File: src/rtl/simple_alu_ins_analyser.sv
// Execute-stage core for the R/I/J pipeline.
// This stage decodes the incoming instruction and picks the ALU operands.
// It latches A, B, IR and the ALU op on the falling clock edge.
// The ALU result and its zero and overflow flags are combinational.
module simple_alu_ins_analyser (
  input  logic        clk,
  input  logic        rst,
  input  logic [31:0] IRi,
  input  logic [31:0] NPCi,
  input  logic [31:0] Ai,
  input  logic [31:0] Bi,
  input  logic [31:0] Immi,
  output logic        cond,
  output logic [31:0] ALUo,
  output logic        ZFo,
  output logic        OFo,
  output logic [31:0] Bo,
  output logic [31:0] IRo,
  output logic        isALUR,
  output logic        isBranch
);

  typedef enum logic [2:0] {
    OP_AND  = 3'b000,
    OP_OR   = 3'b001,
    OP_ADD  = 3'b010,
    OP_XOR  = 3'b011,
    OP_NOR  = 3'b100,
    OP_SLT  = 3'b101,
    OP_SUB  = 3'b110,
    OP_SLTU = 3'b111
  } alu_op_e;

  logic [31:0] a_q, a_d;
  logic [31:0] b_q, b_d;
  logic [31:0] ir_q, ir_d;
  alu_op_e     alu_op_q, alu_op_d;

  logic        in_is_r;
  logic        in_is_branch;
  alu_op_e     in_op;

  logic [31:0] alu_f;
  logic        alu_of;
  logic [31:0] sum_ab;
  logic [31:0] diff_ab;

  // Decode the incoming word. Operand selection must use this decode, not the stale latched IR.
  always_comb begin
    in_is_r      = (IRi[31:26] == 6'b000000);
    in_is_branch = (IRi[31:26] == 6'b000100) || (IRi[31:26] == 6'b000101);
    in_op        = OP_ADD;
    if (in_is_r) begin
      case (IRi[5:0])
        6'b100000, 6'b100001: in_op = OP_ADD;
        6'b100010, 6'b100011: in_op = OP_SUB;
        6'b100100:            in_op = OP_AND;
        6'b100101:            in_op = OP_OR;
        6'b100110:            in_op = OP_XOR;
        6'b100111:            in_op = OP_NOR;
        6'b101010:            in_op = OP_SLT;
        6'b101011:            in_op = OP_SLTU;
        default:              in_op = OP_ADD;
      endcase
    end else begin
      case (IRi[31:26])
        6'b001100: in_op = OP_AND;
        6'b001101: in_op = OP_OR;
        6'b001110: in_op = OP_XOR;
        6'b001010: in_op = OP_SLT;
        6'b001011: in_op = OP_SLTU;
        default:   in_op = OP_ADD;
      endcase
    end
  end

  // Next-state values for the stage registers.
  // Reset clears every register and takes priority over a load.
  // Branches add NPC to the immediate scaled by 4.
  always_comb begin
    a_d      = Ai;
    b_d      = Immi;
    ir_d     = IRi;
    alu_op_d = in_op;
    if (in_is_branch) begin
      a_d = NPCi;
      b_d = {Immi[29:0], 2'b00};
    end else if (in_is_r) begin
      b_d = Bi;
    end
    if (rst) begin
      a_d      = '0;
      b_d      = '0;
      ir_d     = '0;
      alu_op_d = OP_AND;
    end
  end

  // The stage registers update on the falling edge to match the pipeline's latch timing.
  always_ff @(negedge clk) begin
    a_q      <= a_d;
    b_q      <= b_d;
    ir_q     <= ir_d;
    alu_op_q <= alu_op_d;
  end

  // Combinational ALU. Overflow is only meaningful for ADD and SUB, so every other op forces it to 0.
  always_comb begin
    sum_ab  = a_q + b_q;
    diff_ab = a_q - b_q;
    alu_f   = '0;
    alu_of  = 1'b0;
    case (alu_op_q)
      OP_AND:  alu_f = a_q & b_q;
      OP_OR:   alu_f = a_q | b_q;
      OP_ADD: begin
        alu_f  = sum_ab;
        alu_of = (a_q[31] == b_q[31]) && (sum_ab[31] != a_q[31]);
      end
      OP_XOR:  alu_f = a_q ^ b_q;
      OP_NOR:  alu_f = ~(a_q | b_q);
      OP_SLT:  alu_f = {31'b0, ($signed(a_q) < $signed(b_q))};
      OP_SUB: begin
        alu_f  = diff_ab;
        alu_of = (a_q[31] != b_q[31]) && (diff_ab[31] != a_q[31]);
      end
      OP_SLTU: alu_f = {31'b0, (a_q < b_q)};
      default: alu_f = '0;
    endcase
  end

  // Output assignments.
  // cond comes straight from the Ai input so a branch entering the stage can be resolved in the same half-cycle.
  // The class flags decode the latched IR.
  always_comb begin
    cond     = (Ai == 32'd0);
    ALUo     = alu_f;
    ZFo      = (alu_f == 32'd0);
    OFo      = alu_of;
    Bo       = b_q;
    IRo      = ir_q;
    isALUR   = (ir_q[31:26] == 6'b000000);
    isBranch = (ir_q[31:26] == 6'b000100) || (ir_q[31:26] == 6'b000101);
  end

endmodule

File: config.mk
export PLATFORM = sky130hd
export DESIGN_NAME = simple_alu_ins_analyser
export DESIGN_NICKNAME = d
export VERILOG_FILES = /design/src/rtl/simple_alu_ins_analyser.sv
export SDC_FILE = /design/constraint.sdc
export NUM_CORES = 1
export LEC_CHECK = 0
export CAP_MARGIN = 20
export CELL_PAD_IN_SITES_DETAIL_PLACEMENT = 1
export CELL_PAD_IN_SITES_GLOBAL_PLACEMENT = 2
export CORE_ASPECT_RATIO = 0.7
export CORE_MARGIN = 4
export CORE_UTILIZATION = 23
export CTS_CLUSTER_DIAMETER = 200
export DETAILED_ROUTE_END_ITERATION = 16
export HOLD_SLACK_MARGIN = 0.15
export PLACE_DENSITY_LB_ADDON = 0.1
export SKIP_LAST_GASP = 1
export SYNTH_ARGS = -nofsm -noshare
export SYNTH_HDL_FRONTEND = slang
export SYNTH_SLANG_ARGS = --single-unit
File: constraint.sdc
create_clock -name clk -period 5.8 [get_ports clk]
set_input_delay 0.58 -clock clk [delete_from_list [all_inputs] [get_ports clk]]
set_output_delay 0.58 -clock clk [all_outputs]
set_load 0.01 [all_outputs]
* Word level (Yosys, flattened, before mapping) *
Cells that the tools add are included.

word-level totals
  flip-flop bits (word level) = 99
  bits in latches = 0
  bits in writable memories = 0
  bits in read-only memories = 0
  input bits = 162
  output and inout bits = 101
  word-level logic and storage cells = 60
  memories kept = 0

cells by class
  add/subtract/negate cells = 2
  multipliers = 0
  divide/modulo/power cells = 0
  $lt $le $gt $ge = 2
  eq/ne operators = 28
  shift-type cells = 0
  muxes and demuxes = 8
  bitwise gates (word level) = 4
  reductions and logical operators = 11

operator list
  kind                  number
  $pmux W32 S8          1
  $mux W32              3
  $logic_not A32 Y1     2
  $lt A32 B32 Y1        2
  $eq A6 B6 Y1 const B  8
  $add A32 B32 Y32      1
  $and A32 B32 Y32      1
  $not A32 Y32          1
  $or A32 B32 Y32       1
  $sub A32 B32 Y32      1
  $xor A32 B32 Y32      1
  $eq A6 B4 Y1 const B  5
  $eq A6 B3 Y1 const B  4
  $pmux W3 S7           1
  $pmux W3 S5           1
  $eq A3 B3 Y1 const B  4
  $logic_not A6 Y1      2
  $eq A3 B2 Y1 const B  2
  $reduce_or A2 Y1      2
  $eq A3 B1 Y1 const B  1
  $logic_not A3 Y1      1
  $mux W3               1
  $ne A1 B1 Y1          3
  $logic_and A1 B1 Y1   2
  3 further kinds       4

* Longest topological paths before layout *
  word-level depth = 4
  gate-level depth with buffers = 15
  gate-level depth less buffers = 14

==> metrics <==
Total GRT Usage=0.2547; Placed Cells=2429; Post-synth ARST share=0; Worst Setup Slack, final=-2.014 ns; area occupied by multi-input gates=8416 µm²; clk slew on worst S/H paths=0.03 ns; Hold Crit Depth=5; Chip Height=178.8 µm; worst min-delay path startpoint=Ai[7]; CTS tree=done; grt total ovfl=0; slowest stage cell, crit path=or4b_4; Max clock buf depth=2; Tot Pwr=3.366 mW; vias=13098; global-route wire length before repair=86340 µm; final wirelength=59360 µm; Routed Antenna Nets=0; unrepaired setup endpoints after global routing=yes; Mapped Cells=1313; Util after Layout=0.4500; Port-buffer cells=262; status=finished with violations; multiplexer share of the synthesized area=0.05577; P&R area growth vs syn=93.12%; flops & latches, synth=99; main combinational cell family by area after synthesis=compound AO/OA/AOI/OAI gates; Ports=263; Ys Warns=0; Post-Syn Area per Cell=7.297 µm²; full die area=45040 µm²; Num CTS Buffers=9; CP startpoint kind=flop; crit-path cells=inv_4 > ha_4 > a211oi_4 > o41ai_2 > o32a_1 > or3_4 > nor3_2 > or4b_4 > nor4_4 > and4b_1 > nand4b_1 > buf_4 > nor4b_4 > buf_2; CP max stage delay=0.50 ns; DRC Markers=0; drt initial violations=879; fillers=4938; HP Class=in -> out; critical path type=reg -> out; CP max FO=3; Slew Limit Fails=0; syn_nets=1574; Synth Area in Adders=0.1309; worst IR drop on VDD=0.1396 mV; Crit. End Element=output pin; Initial Util=0.2330; power per cell area=181.9 nW/µm²; vias in the first global route=13448; crit path launch=a_q[1]$_SDFF_NP0_; XOR/XNOR share of the synthesized area=0.01920; top-count cell post-synth=nand2_1; Final TNS setup=-31.14 ns; Worst EP arrival=7.23 ns; Slew Limit Headroom=0.5476; die width=251.9 µm; WP data required=5.22 ns; antenna violations before repair=3; top post-synthesis cells by area=dfxtp_1 (21%), ha_1 (13%), a21oi_1 (6.2%), nand2_1 (5.6%), mux2i_1 (5.2%); Root Buffer=clkbuf_16; share of cells above drive strength 1=0.3785; Layout Nets=2306; drt pass-1 iters=5; Clock Sink Count=99; # rows=62; largest net degree at the start of global routing=43; Layout Cells excl Fill=2594; setup violators final=33; Post-synth EDFFs=0; Worst Hold Endpoint=cond; leakage=8.366 nW; core footprint=41110 µm²; worst-margin pin slew=0.6786 ns; predominant post-synthesis flop cell=dfxtp_1; fraction of the mapped netlist area in compound gates=0.2779; routed len/inst=22.88 µm; Place WS=-2.129 ns; Vias/cell=5.049; Yosys top cell by area=dfxtp_1; Simple-Gate Fraction of Synth Area=0.2258; area share of the largest cell type after synthesis=0.2069; HPWL after DPL=48160 µm; sequential share of the synthesized area=0.2069; max cap viols=0; Register Area=2029 µm²; failing checks=setup timing; gpl congestion=0.9545; cts hold-fix bufs=0; Diodes inserted=0; Commonest cells post-synth=nand2_1 (143), nor2_1 (126), a21oi_1 (118), inv_1 (100), dfxtp_1 (99); Post-Syn Area=9580 µm²; library cells used by synthesis=90; H-Tree Depth=3; Hold Violations, Final=0
-- cell type report --
cell class,count,share of cell area
Clock buffer,9,0.01217
Inverter,102,0.02137
Timing Repair Buffer,714,0.3400
Sequential cell,99,0.1097
Clock inverter,106,0.02516
Tap cell,544,0.03679
Multi-Input combinational cell,1020,0.4549
-- registers in the layout (all words and copies together), names as in the netlist --
register  flops
Bo           32
IRo          32
a_q          32
alu_op_q      3
-- power breakdown --
part	leakage [nW]	switching, mW	internal, mW
clock	0.682	0.505	0.407
combinational	6.85	0.838	0.857
sequential	0.834	0.0318	0.727
total	8.37	1.37	1.99
-- cell families (layout without fill, tap and decap cells) --
| family | count (synthesis) | in the layout |
|---|---|---|
| AOI/OAI and AO/OA | 395 | 395 |
| adders and majority gates | 99 | 99 |
| and+or+nand+nor | 452 | 452 |
| muxes | 53 | 53 |
| DFF | 99 | 99 |
| buffers and inverters | 194 | 931 |
| xor gates and xnor gates | 21 | 21 |
-- cell usage in the layout, fill, tap and decap left out, types with 20 or more instances in the layout --
master / instances
dfxtp_2: 29
a211oi_1: 34
nor2b_1: 40
nor2_1: 117
a21oi_2: 20
inv_1: 182
o211ai_1: 20
nor3_1: 20
buf_4: 405
a21oi_1: 92
ha_1: 68
mux2i_1: 48
nand2_1: 140
buf_6: 63
o21ai_0: 35
clkdlybuf4s50_1: 227
dfxtp_1: 67
-- worst max-delay path, delay by kind of cell (launching register included) --
family	cells	cell delay, ns
compound gates	3	0.97
fa+ha+maj	1	0.26
buf+inv	3	0.45
flops	1	0.35
simple gates	7	1.88
-- worst max path at each step --
stage | endpoint | slack (ns) | depth (start not counted)
global placement | ZFo | -2.13 | 18
global route | ZFo | -2.16 | 16
finish | ZFo | -2.01 | 14
CTS | ZFo | -2.06 | 16
detailed placement | ZFo | -2.13 | 18
floorplan | ZFo | -0.95 | 13
-- through the flow --
stage	hold slack, ns	instance area (µm²)
CTS	2.358	17990
global route	2.431	18500
floorplan	1.294	10180
global placement	2.354	16100
finish	2.336	18500
detailed placement	2.358	16100
-- timing repair --
item / CTS / global route
gates resized for setup: 340 / 105
buffers inserted: 45 / 22
setup endpoints to repair: 35 / 34
pin swaps: 115 / 80
-- metal layers --
| layer | wire length, µm | GRT usage | vias to the layer above |
|---|---|---|---|
| met4 | 643 | 0.04640 | 2 |
| met2 | 24180 | 0.3650 | 509 |
| met5 | 13 | 0 | - |
| met1 | 29680 | 0.3841 | 6384 |
| li1 | - | - | 6155 |
| met3 | 4854 | 0.06482 | 48 |
Note: power is estimated with default switching activity, not from simulation.
